$ cat config.mk
export PLATFORM = sky130hd
export DESIGN_NAME = ml_result_packer_flat
export DESIGN_NICKNAME = d
export VERILOG_FILES = /design/src/rtl/ml_model_pkg.sv /design/src/rtl/ml_result_packer_if.sv /design/src/rtl/ml_result_fifo.sv /design/src/rtl/ml_result_packer_chk.sv /design/src/rtl/ml_result_packer.sv /design/src/flat_wrapper.sv
export SDC_FILE = /design/constraint.sdc
export NUM_CORES = 1
export LEC_CHECK = 0
export ABC_AREA = 0
export CAP_MARGIN = 20
export CORE_ASPECT_RATIO = 1.4
export CORE_MARGIN = 8
export CORE_UTILIZATION = 40
export DETAILED_ROUTE_END_ITERATION = 6
export PLACE_DENSITY = 0.68
export SLEW_MARGIN = 15
export SYNTH_ARGS = -nofsm -noshare
export SYNTH_HDL_FRONTEND = slang
export SYNTH_SLANG_ARGS = --single-unit
$ cat constraint.sdc
create_clock -name clk -period 35.4 [get_ports clk]
set_clock_uncertainty 0.1 [all_clocks]
set_input_delay 3.54 -clock clk [delete_from_list [all_inputs] [get_ports clk]]
set_output_delay 3.54 -clock clk [all_outputs]
set_load 0.02 [all_outputs]
$ cat src/rtl/ml_model_pkg.sv
// ---------------------------------------------------------------------------
// ml_model_pkg
// Constants shared by ml_model and its downstream result packer, the
// serialiser state type, and the helper that slices a 140-bit result into
// 32-bit stream words.
// ---------------------------------------------------------------------------
package ml_model_pkg;

    localparam int MODEL_IN_W       = 120;
    localparam int MODEL_OUT_W      = 140;
    localparam int MODEL_LATENCY    = 6;
    localparam int AXIS_W           = 32;
    localparam int WORDS_PER_RESULT = 5;
    localparam int WIDX_W           = 3;

    typedef enum logic [0:0] {
        SER_IDLE = 1'b0,
        SER_SEND = 1'b1
    } ser_state_e;

    // Word idx of a result. The last word carries the 12 leftover MSBs,
    // zero-extended to the bus width.
    function automatic logic [AXIS_W-1:0] result_word(
        input logic [MODEL_OUT_W-1:0] res,
        input logic [WIDX_W-1:0]      idx
    );
        logic [AXIS_W-1:0] word;
        word = 32'd0;
        case (idx)
            3'd0:    word = res[31:0];
            3'd1:    word = res[63:32];
            3'd2:    word = res[95:64];
            3'd3:    word = res[127:96];
            3'd4:    word = {20'd0, res[139:128]};
            default: word = 32'd0;
        endcase
        return word;
    endfunction

endpackage

$ cat src/rtl/ml_result_packer_if.sv
// ---------------------------------------------------------------------------
// ml_result_packer_if
// AXI-Stream link carrying serialised results.
//   tdata  : 32-bit result word
//   tvalid : word valid
//   tready : sink accepts
//   tlast  : final word of a result
// master = packer side, slave = downstream sink side.
// ---------------------------------------------------------------------------
interface ml_result_packer_if
    import ml_model_pkg::*;
();
    logic [AXIS_W-1:0] tdata;
    logic              tvalid;
    logic              tready;
    logic              tlast;

    modport master (output tdata, output tvalid, output tlast, input  tready);
    modport slave  (input  tdata, input  tvalid, input  tlast, output tready);
endinterface

$ cat src/rtl/ml_result_fifo.sv
// ---------------------------------------------------------------------------
// ml_result_fifo
// Synchronous DEPTH x WIDTH FIFO holding captured model results.
//   clk, rst_n       : clock, async active-low reset (pointers only)
//   wr_en, wr_data   : push
//   rd_en            : pop of the current head
//   full, empty      : status
//   head             : oldest entry (valid while !empty)
//   count            : current occupancy
// DEPTH must be a power of two; pointers carry one extra wrap bit so that
// full and empty can be told apart when the addresses match.
// ---------------------------------------------------------------------------
module ml_result_fifo
    import ml_model_pkg::*;
#(
    parameter int DEPTH = 8,
    parameter int WIDTH = MODEL_OUT_W
) (
    input  logic                   clk,
    input  logic                   rst_n,
    input  logic                   wr_en,
    input  logic [WIDTH-1:0]       wr_data,
    input  logic                   rd_en,
    output logic                   full,
    output logic                   empty,
    output logic [WIDTH-1:0]       head,
    output logic [$clog2(DEPTH):0] count
);
    localparam int AW = $clog2(DEPTH);

    logic [AW:0]      r_wr_ptr;
    logic [AW:0]      r_rd_ptr;
    logic [WIDTH-1:0] r_mem [DEPTH];
    logic             w_push;
    logic             w_pop;

    assign w_push = wr_en && !full;
    assign w_pop  = rd_en && !empty;
    assign empty  = (r_wr_ptr == r_rd_ptr);
    assign full   = (r_wr_ptr[AW] != r_rd_ptr[AW]) &&
                    (r_wr_ptr[AW-1:0] == r_rd_ptr[AW-1:0]);
    assign count  = r_wr_ptr - r_rd_ptr;
    assign head   = r_mem[r_rd_ptr[AW-1:0]];

    // Storage array: payload only, never reset.
    always_ff @(posedge clk) begin
        if (w_push) begin
            r_mem[r_wr_ptr[AW-1:0]] <= wr_data;
        end
    end

    // Read/write pointer update.
    always_ff @(posedge clk or negedge rst_n) begin
        if (!rst_n) begin
            r_wr_ptr <= {(AW+1){1'b0}};
            r_rd_ptr <= {(AW+1){1'b0}};
        end else begin
            if (w_push) begin
                r_wr_ptr <= r_wr_ptr + (AW+1)'(1);
            end
            if (w_pop) begin
                r_rd_ptr <= r_rd_ptr + (AW+1)'(1);
            end
        end
    end

endmodule

$ cat src/rtl/ml_result_packer_chk.sv
// ---------------------------------------------------------------------------
// ml_result_packer_chk
// Property checker for ml_result_packer.
//   wr_en/full            : buffer write strobe and full flag
//   tvalid/tready/tdata/tlast : outgoing stream
// ---------------------------------------------------------------------------
module ml_result_packer_chk (
    input logic        clk,
    input logic        rst_n,
    input logic        wr_en,
    input logic        full,
    input logic        tvalid,
    input logic        tready,
    input logic [31:0] tdata,
    input logic        tlast
);
    // The credit loop must make a write into a full buffer impossible.
    a_no_write_when_full: assert property (
        @(posedge clk) disable iff (!rst_n) wr_en |-> !full
    );

    // A stalled beat keeps its payload and stays valid until taken.
    a_stall_stable: assert property (
        @(posedge clk) disable iff (!rst_n)
        (tvalid && !tready) |=> (tvalid && $stable(tdata) && $stable(tlast))
    );
endmodule

$ cat src/rtl/ml_result_packer.sv
// ---------------------------------------------------------------------------
// ml_result_packer
// Tracks real samples through the non-stallable ml_model pipeline, captures
// each 140-bit result as it exits, buffers it and streams it as a 5-beat
// 32-bit AXI-Stream packet. A credit is consumed per accepted sample and
// returned when its packet's last beat is taken, so the buffer can never
// overflow.
//   clk, rst_n : clock, async active-low reset
//   in_valid   : sample entering ml_model on this edge is real
//   in_ready   : a credit is available
//   model_out  : ml_model result bus
//   m_axis     : outgoing result stream (master)
//   overflow   : sticky, in_valid seen without a credit
// ---------------------------------------------------------------------------
module ml_result_packer
    import ml_model_pkg::*;
#(
    parameter int DEPTH   = 8,
    parameter int LATENCY = MODEL_LATENCY
) (
    input  logic                   clk,
    input  logic                   rst_n,
    input  logic                   in_valid,
    output logic                   in_ready,
    input  logic [MODEL_OUT_W-1:0] model_out,
    ml_result_packer_if.master     m_axis,
    output logic                   overflow
);
    localparam int CW  = $clog2(DEPTH + 1);
    localparam int FCW = $clog2(DEPTH) + 1;
    localparam logic [WIDX_W-1:0] LAST_IDX = WIDX_W'(WORDS_PER_RESULT - 1);

    logic [CW-1:0]          r_credits;
    logic [LATENCY-1:0]     r_vld;
    logic                   r_overflow;
    ser_state_e             r_state;
    logic [WIDX_W-1:0]      r_widx;
    logic                   r_tvalid;
    logic                   r_tlast;

    logic                   w_accept;
    logic                   w_wr_en;
    logic                   w_hs;
    logic                   w_pop;
    logic                   w_more;
    logic                   w_full;
    logic                   w_empty;
    logic [MODEL_OUT_W-1:0] w_head;
    logic [FCW-1:0]         w_count;

    assign in_ready = (r_credits != {CW{1'b0}});
    assign w_accept = in_valid && in_ready;
    assign w_wr_en  = r_vld[LATENCY-1];
    assign w_hs     = r_tvalid && m_axis.tready;
    assign w_pop    = w_hs && r_tlast;
    // After popping, another packet is ready if one is left behind or the
    // pipeline delivers one on this same edge.
    assign w_more   = w_wr_en || (w_count > FCW'(1));

    assign overflow      = r_overflow;
    assign m_axis.tvalid = r_tvalid;
    assign m_axis.tlast  = r_tlast;
    // Head only changes on a pop, so the word is stable during stalls.
    assign m_axis.tdata  = (r_state == SER_SEND) ? result_word(w_head, r_widx)
                                                 : 32'd0;

    ml_result_fifo #(
        .DEPTH (DEPTH),
        .WIDTH (MODEL_OUT_W)
    ) u_fifo (
        .clk     (clk),
        .rst_n   (rst_n),
        .wr_en   (w_wr_en),
        .wr_data (model_out),
        .rd_en   (w_pop),
        .full    (w_full),
        .empty   (w_empty),
        .head    (w_head),
        .count   (w_count)
    );

    ml_result_packer_chk u_chk (
        .clk    (clk),
        .rst_n  (rst_n),
        .wr_en  (w_wr_en),
        .full   (w_full),
        .tvalid (r_tvalid),
        .tready (m_axis.tready),
        .tdata  (m_axis.tdata),
        .tlast  (r_tlast)
    );

    // Credit counter: an accept takes one, a final-beat pop returns one.
    always_ff @(posedge clk or negedge rst_n) begin
        if (!rst_n) begin
            r_credits <= CW'(DEPTH);
        end else begin
            case ({w_accept, w_pop})
                2'b10:   r_credits <= r_credits - CW'(1);
                2'b01:   r_credits <= r_credits + CW'(1);
                default: r_credits <= r_credits;
            endcase
        end
    end

    // Valid tokens shadowing samples through the model pipeline.
    always_ff @(posedge clk or negedge rst_n) begin
        if (!rst_n) begin
            r_vld <= {LATENCY{1'b0}};
        end else begin
            r_vld <= {r_vld[LATENCY-2:0], w_accept};
        end
    end

    // Sticky flag for samples offered without a credit.
    always_ff @(posedge clk or negedge rst_n) begin
        if (!rst_n) begin
            r_overflow <= 1'b0;
        end else if (in_valid && !in_ready) begin
            r_overflow <= 1'b1;
        end else begin
            r_overflow <= r_overflow;
        end
    end

    // Serialiser FSM with registered tvalid/tlast.
    always_ff @(posedge clk or negedge rst_n) begin
        if (!rst_n) begin
            r_state  <= SER_IDLE;
            r_widx   <= 3'd0;
            r_tvalid <= 1'b0;
            r_tlast  <= 1'b0;
        end else begin
            case (r_state)
                SER_IDLE: begin
                    if (!w_empty) begin
                        r_state  <= SER_SEND;
                        r_widx   <= 3'd0;
                        r_tvalid <= 1'b1;
                        r_tlast  <= 1'b0;
                    end else begin
                        r_state  <= SER_IDLE;
                        r_tvalid <= 1'b0;
                        r_tlast  <= 1'b0;
                    end
                end
                SER_SEND: begin
                    if (w_hs && (r_widx == LAST_IDX)) begin
                        r_widx  <= 3'd0;
                        r_tlast <= 1'b0;
                        if (w_more) begin
                            r_state  <= SER_SEND;
                            r_tvalid <= 1'b1;
                        end else begin
                            r_state  <= SER_IDLE;
                            r_tvalid <= 1'b0;
                        end
                    end else if (w_hs) begin
                        r_widx  <= r_widx + 3'd1;
                        r_tlast <= (r_widx == (LAST_IDX - 3'd1));
                    end else begin
                        r_widx  <= r_widx;
                        r_tlast <= r_tlast;
                    end
                end
                default: begin
                    r_state  <= SER_IDLE;
                    r_widx   <= 3'd0;
                    r_tvalid <= 1'b0;
                    r_tlast  <= 1'b0;
                end
            endcase
        end
    end

endmodule

$ cat src/flat_wrapper.sv
// flat-port wrapper written by rule: the top's interface ports become plain ports
module ml_result_packer_flat import ml_model_pkg::*;
#(
    parameter int DEPTH   = 8,
    parameter int LATENCY = MODEL_LATENCY
)
  (clk, rst_n, in_valid, in_ready, model_out, overflow, m_axis_tdata, m_axis_tvalid, m_axis_tlast, m_axis_tready);
  ml_result_packer_if m_axis_i ();
  input  logic clk;
  input  logic rst_n;
  input  logic in_valid;
  output logic in_ready;
  input  logic [MODEL_OUT_W-1:0] model_out;
  output logic overflow;
  output wire logic [$bits(m_axis_i.tdata)-1:0] m_axis_tdata;
  output wire logic [$bits(m_axis_i.tvalid)-1:0] m_axis_tvalid;
  output wire logic [$bits(m_axis_i.tlast)-1:0] m_axis_tlast;
  input wire logic [$bits(m_axis_i.tready)-1:0] m_axis_tready;
  assign m_axis_tdata = m_axis_i.tdata;
  assign m_axis_tvalid = m_axis_i.tvalid;
  assign m_axis_tlast = m_axis_i.tlast;
  assign m_axis_i.tready = m_axis_tready;
  ml_result_packer #(.DEPTH(DEPTH), .LATENCY(LATENCY)) u_core (.clk(clk), .rst_n(rst_n), .in_valid(in_valid), .in_ready(in_ready), .model_out(model_out), .m_axis(m_axis_i), .overflow(overflow));
endmodule
==> qor.csv, run 1 <==
metric;value;unit
clk_pin_slew;60;ps
worst_slack;25210;ps
crit_top_cell;buf_4;
dpl.hpwl;60620;µm
synth_top_area_frac;0.7607;
synth_edf_count;1120;
routed_via_density;5.514;
min_period_over_period;0.2879;
utilization;0.4652;
yosysUniqueCellTypes;49;
synthArstFlopShare;0.02183;
drive_gt1_frac;0.1817;
die-area;121600;µm²
first_iter_violations;1941;
grt-ovfl-total;0;
p_per_area;78.24;nW/µm²
post_drt_wl_per_cell;27.21;µm
worst_slew_pin_slew;1110;ps
use_met2;0.2945;
crit_slowest_cell;dfrtp_4;
syn_area;44210;µm²
initial_core_util;0.4023;
synth_nets;2291;
ctsResizeCount;0;
drt_first_pass_iters;5;
p_sw_frac;0.3020;
criticalPathCategory;flop to output pin;
die_width;297.0;µm
hold_violations;0;
final-max-slew-violation-count;0;
cts_setup_buffers;0;
cellLeakagePower;0.01653;µW
synth_area_per_cell;20.74;µm²
drc_errors;0;
grt_max_degree;159;
synth_top_cell_by_area;edfxtp_1;
outcome;completed;
p_comb_frac;0.276;
clock-sinks;1145;
cts_buffers;108;
arrival;6550;ps
globalplace.congestion;0.7485;
period_minus_slack;10190;ps
endpoint_kind;output pin;
ys.flop_type;edfxtp_1;
nFillCells;9080;
seq_power_share;0.444;
top_usage_layer;met2;
hold_class;flop to flop;
fin_nets;2503;
row_count;144;
die_h;409.4;µm
intPower;2792;µW
coreArea;109900;µm²
cts_root_buffer;clkbuf_16;
synth_most_common_cell;edfxtp_1;
routed_wl;106400;µm
p_sw;1208;µW
setup_violations;0;
rsz0062_at_grt;no;
area_growth_syn_to_layout;15.65;%
worstPathCellList;buf_4 -> buf_4 -> buf_4 -> mux4_2 -> mux2i_1 -> o22ai_1 -> a221oi_1 -> nor2_1 -> clkdlybuf4s50_1;
syn_inst;2132;
setup_tns;0;ps
place_ws;25630;ps
ir_worst_vdd;70.33;µV
pin_count;180;
ys_ff_latch;1145;
ys_seq_area_frac;0.7749;
crit_path_start_kind;flop;
grt_usage;0.1706;
power;4001;µW
portBuffers;179;
max_freq;0.09810;GHz
htree_levels;3;
grtUsageMet3;0.02982;
synth_common_cells;edfxtp_1, nand2_1, mux4_2, mux2i_1, a21oi_1;
slew_headroom;0.2599;
worst-path-max-fanout;52;
clk_latency;690;ps
grt_pass1_vias;22180;
yosysWarnings;0;
drv_cap;0;
antenna_found_initial;44;
grt_pass1_wl;153200;µm
num_vias;21560;
clock_power_share;0.280;
synth_area_leaders;edfxtp_1, mux4_2, mux2i_1;
antenna_left;0;
ctsHoldBuffers;0;
cts_tree;done;
worstPathRequired;31760;ps
clk_path_buf_depth;3;
cpPeakStageDelay;1030;ps
globalRouteMet1Util;0.2131;
## final cells by class
class,count,area [µm²],share of cell area
sequential,1145,34270,0.6702
multi-input combinational,864,9355,0.1830
clock buffer,141,2939,0.05748
timing repair buffer,213,2142,0.04189
tap,1460,1827,0.03573
clock inverter,58,509.2,0.009959
inverter,12,47.55,0.0009298
antenna,17,42.54,0.0008320
## flip-flops by register name (all words and copies together), names as in the netlist
name / count
u_core.m_axis.tlast: 1
u_core.m_axis.tvalid: 1
u_core.overflow: 1
u_core.r_credits: 4
u_core.r_state: 1
u_core.r_vld: 6
u_core.r_widx: 3
u_core.u_fifo.r_mem: 1120
u_core.u_fifo.r_rd_ptr: 4
u_core.u_fifo.r_wr_ptr: 4
## final timing paths
check / from / slack, ps / cells after the start / endpoint
hold reg to reg: u_core.r_vld[3]$_DFF_PN0_ / 250 / 0 / u_core.r_vld[4]$_DFF_PN0_
min in group asynchronous: rst_n / 2740 / 1 / u_core.overflow$_DFFE_PN0P_
hold / removal: u_core.r_vld[3]$_DFF_PN0_ / 250 / 0 / u_core.r_vld[4]$_DFF_PN0_
setup reg to reg: u_core.u_fifo.r_rd_ptr[0]$_DFFE_PN0P_ / 30260 / 7 / u_core.u_fifo.r_mem[2][50]$_DFFE_PP_
max in group asynchronous: rst_n / 32000 / 1 / u_core.u_fifo.r_rd_ptr[0]$_DFFE_PN0P_
setup / recovery: u_core.u_fifo.r_rd_ptr[0]$_DFFE_PN0P_ / 25210 / 9 / m_axis_tdata[19]
## stage by stage
| stage | hold WS [ps] | cell area [µm²] | instances |
|---|---|---|---|
| after CTS | 253.7 | 51100 | 3893 |
| after detailed placement | 239.4 | 47650 | 3694 |
| after global routing | 271.3 | 51110 | 3902 |
| after global placement | 244.0 | 47650 | 3694 |
| final | 254.1 | 51130 | 3910 |
| after floorplan | 231.2 | 44210 | 2132 |
## layout by cell type, fill, tap and decap left out, drive strengths merged, types with 2 or more instances in the layout
| cell type | Yosys | routed |
|---|---|---|
| a311oi | 6 | 6 |
| diode | 0 | 17 |
| nand2 | 239 | 239 |
| a22o | 3 | 3 |
| and2 | 3 | 3 |
| mux4 | 232 | 232 |
| xnor2 | 8 | 8 |
| a221oi | 27 | 27 |
| o21ai | 8 | 8 |
| nor2 | 28 | 28 |
| and3 | 10 | 10 |
| nand3 | 4 | 4 |
| o21a | 2 | 2 |
| clkbuf | 46 | 141 |
| fa | 2 | 2 |
| ha | 13 | 13 |
| clkinv | 0 | 49 |
| a21oi | 51 | 51 |
| xor2 | 4 | 4 |
| buf | 65 | 35 |
| bufinv | 0 | 7 |
| o22ai | 20 | 20 |
| a31oi | 8 | 8 |
| a22oi | 29 | 29 |
| nor3 | 3 | 3 |
| inv | 12 | 13 |
| mux2i | 134 | 134 |
| nor2b | 11 | 11 |
| edfxtp | 1120 | 1120 |
| clkdlybuf4s50 | 0 | 178 |
| dfrtp | 24 | 24 |
| a211oi | 5 | 5 |
## power groups by stage
stage / clock network, µW / logic [µW] / registers [µW]
2_1_floorplan: 0 / 762 / 1820
3_3_place_gp: 0 / 1110 / 1790
3_5_place_dp: 0 / 1120 / 1810
4_1_cts: 1140 / 1130 / 1780
5_1_grt: 1190 / 1180 / 1790
6_report: 1120 / 1100 / 1780
## critical path: cells and delay by family, from the launching register on
kind,cells,cell delay (ps)
mux,2,790
compound gates,2,630
buf+inv,4,3130
flops,1,1030
simple gates,1,110
## routing by layer
| layer | vias to the layer above | wire length (µm) |
|---|---|---|
| li1 | 9183 | - |
| met1 | 11430 | 41470 |
| met2 | 756 | 55170 |
| met3 | 184 | 6565 |
| met4 | 4 | 3152 |
| met5 | - | 23 |
## cells by family after synthesis
family,after synthesis,synth area share
simple gates,304,0.02785
fa+ha+maj,15,0.004585
mux,367,0.1488
xor+xnor,12,0.002377
compound gates,166,0.02601
buf+inv,123,0.01556
flops,1145,0.7749
(Power assumes the default switching activity.)
==> run 2: changes to the inputs <==
--- a/config.mk
+++ b/config.mk
@@ -11,7 +11,7 @@
 export CORE_MARGIN = 8
 export CORE_UTILIZATION = 40
 export DETAILED_ROUTE_END_ITERATION = 6
-export PLACE_DENSITY = 0.68
+export PLACE_DENSITY = 0.7
 export SLEW_MARGIN = 15
 export SYNTH_ARGS = -nofsm -noshare
 export SYNTH_HDL_FRONTEND = slang
==> constraint.sdc (replaced) <==
create_clock -name clk -period 8.5 [get_ports clk]
set_clock_uncertainty 0.1 [all_clocks]
set_input_delay 0.85 -clock clk [delete_from_list [all_inputs] [get_ports clk]]
set_output_delay 0.85 -clock clk [all_outputs]
set_load 0.02 [all_outputs]
==> qor.csv, run 2 (synthesized netlist as in run 1, its figures left out) <==
metric;value;unit;change
routed_via_density;5.477;;was 5.514
antenna_found_initial;38;;was 44
htree_levels;3;;unchanged
utilization;0.4656;;was 0.4652
hold_violations;0;;unchanged
grt_max_degree;142;;was 159
p_sw;5031;µW;was 1208 µW
coreArea;109900;µm²;unchanged
grt-ovfl-total;0;;unchanged
placed_area;47740;µm²;was 47650 µm²
holdWs;254.4;ps;was 254.1 ps
drt_first_pass_iters;5;;unchanged
crit_path_start_kind;flop;;unchanged
endpoint_kind;output pin;;unchanged
antenna_left;0;;unchanged
stdcell_count;3909;;was 3910
p_sw_frac;0.3032;;was 0.3020
die_width;297.0;µm;unchanged
grt_pass1_wl;153700;µm;was 153200 µm
ir_worst_vdd;314.8;µV;was 70.33 µV
drive_gt1_frac;0.1829;;was 0.1817
post_drt_wl_per_cell;27.03;µm;was 27.21 µm
worstPathRequired;7550;ps;was 31760 ps
grt_pass1_vias;22070;;was 22180
period_minus_slack;5936;ps;
globalplace.congestion;0.7908;;was 0.7485
cpPeakStageDelay;970;ps;was 1030 ps
drc_errors;0;;unchanged
place_inst;3699;;was 3694
drv_cap;0;;unchanged
initial_core_util;0.4023;;unchanged
ctsHoldBuffers;0;;unchanged
cellLeakagePower;0.01655;µW;was 0.01653 µW
crit_slowest_cell;dfrtp_4;;unchanged
final-max-slew-violation-count;0;;unchanged
routed_wl;105700;µm;was 106400 µm
die-area;121600;µm²;unchanged
row_count;144;;unchanged
area_growth_syn_to_layout;15.74;%;was 15.65%
max_freq;0.1685;GHz;
p_comb_frac;0.274;;was 0.276
setup_tns;0;ps;unchanged
ctsResizeCount;0;;unchanged
layout_commonest_cell;edfxtp_1;;unchanged
outcome;completed;;unchanged
intPower;11560;µW;was 2792 µW
first_iter_violations;1861;;was 1941
cts_tree;done;;unchanged
largest_reg_flops;1120;;unchanged
dpl.hpwl;60690;µm;was 60620 µm
cts_setup_buffers;0;;unchanged
clk_latency;700;ps;was 690 ps
clk_path_buf_depth;3;;unchanged
clock_power_share;0.277;;was 0.280
worstPathCellList;buf_12 -> buf_4 -> mux4_2 -> nand2_1 -> nand2_1 -> a221oi_2 -> nor2_1 -> clkdlybuf4s50_1;;was buf_4 -> buf_4 -> buf_4 -> mux4_2 -> mux2i_1 -> o22ai_1 -> a221oi_1 -> nor2_1 -> clkdlybuf4s50_1
cts_buffers;105;;was 108
slew_headroom;0.2243;;was 0.2599
final_cell_mix;edfxtp_1, nand2_1, mux4_2;;unchanged
crit_buf_inv;3;;was 4
grt_usage;0.1701;;was 0.1706
seq_power_share;0.449;;was 0.444
worst-path-max-fanout;124;;was 52
fin_nets;2506;;was 2503
criticalPathCategory;flop to output pin;;unchanged
clock-sinks;1145;;unchanged
portBuffers;179;;unchanged
worst_slew_pin_slew;1164;ps;was 1110 ps
arrival;4990;ps;was 6550 ps
critPathTopFamily;buffers and inverters;;unchanged
die_h;409.4;µm;unchanged
crit_top_cell;nand2_1;;was buf_4
rsz0062_at_grt;no;;unchanged
hold_class;flop to flop;;unchanged
clk_pin_slew;60;ps;about the same
cts_root_buffer;clkbuf_16;;unchanged
setup_violations;0;;unchanged
p_per_area;324.3;nW/µm²;was 78.24 nW/µm²
finalInstanceArea;51170;µm²;was 51130 µm²
pin_count;180;;unchanged
reg2reg_slack;3880;ps;was 30260 ps
num_vias;21410;;was 21560
min_period_over_period;0.6984;;
-- run 2: cell count changes in the layout (fill, tap and decap cells not counted), moves of 3 or more --
cell       previous run  this run
clkinv_2             13        22
buf_12                8        11
clkbuf_16           110       107
clkinv_1             31        28
diode_2              17        11
clkbuf_8              7         0
-- run 2: worst reg2reg max path, delay by kind of cell (launching register included) --
family,cells,cell delay [ps]
AO/OA/AOI/OAI,1,220
adder cells (fa/ha/maj),1,480
buffers and inverters,3,1530
flip-flops,1,970
AND/OR/NAND/NOR,3,910
-- run 2: layer usage --
metal	global-route usage	share of wire	up-vias
met4	0.04957	0.025	6
met3	0.03161	0.061	174
li1	-	-	9163
met1	0.2103	0.38	11340
met5	0	0.00044	-
met2	0.3037	0.53	727
-- run 2: final cells by class --
class	count	area (µm²)
Timing Repair Buffer	219	2270
Clock inverter	68	616.8
Inverter	12	47.55
Sequential cell	1145	34270
Antenna cell	11	27.53
Clock buffer	130	2764
Multi-Input combinational cell	864	9351
Fill cell	9085	58730
Tap cell	1460	1827
-- run 2: final timing paths --
kind,cells after the start,endpoint,from
worst max-delay path,8,m_axis_tdata[28],u_core.u_fifo.r_rd_ptr[1]$_DFFE_PN0P_
worst min-delay path,0,u_core.r_vld[1]$_DFF_PN0_,u_core.r_vld[0]$_DFF_PN0_
min in group asynchronous,1,u_core.r_vld[2]$_DFF_PN0_,rst_n
worst max register to register,8,u_core.u_fifo.r_mem[5][83]$_DFFE_PP_,u_core.u_fifo.r_rd_ptr[1]$_DFFE_PN0P_
max in group asynchronous,2,u_core.u_fifo.r_rd_ptr[0]$_DFFE_PN0P_,rst_n
worst min register to register,0,u_core.r_vld[1]$_DFF_PN0_,u_core.r_vld[0]$_DFF_PN0_
-- run 2: per-stage QoR --
step	power (µW)	setup slack (ps)
after floorplan	10690	-53.84
after detailed placement	12210	3172
final	16590	2564
after CTS	16790	2378
after global placement	12090	3184
after global routing	17270	2392
-- run 2: power groups by stage --
stage | logic, µW | registers (µW) | clock network, µW
after floorplan | 3180 | 7520 | 0
after global placement | 4590 | 7500 | 0
after detailed placement | 4640 | 7570 | 0
after CTS | 4650 | 7460 | 4680
after global routing | 4870 | 7510 | 4890
final | 4550 | 7450 | 4590
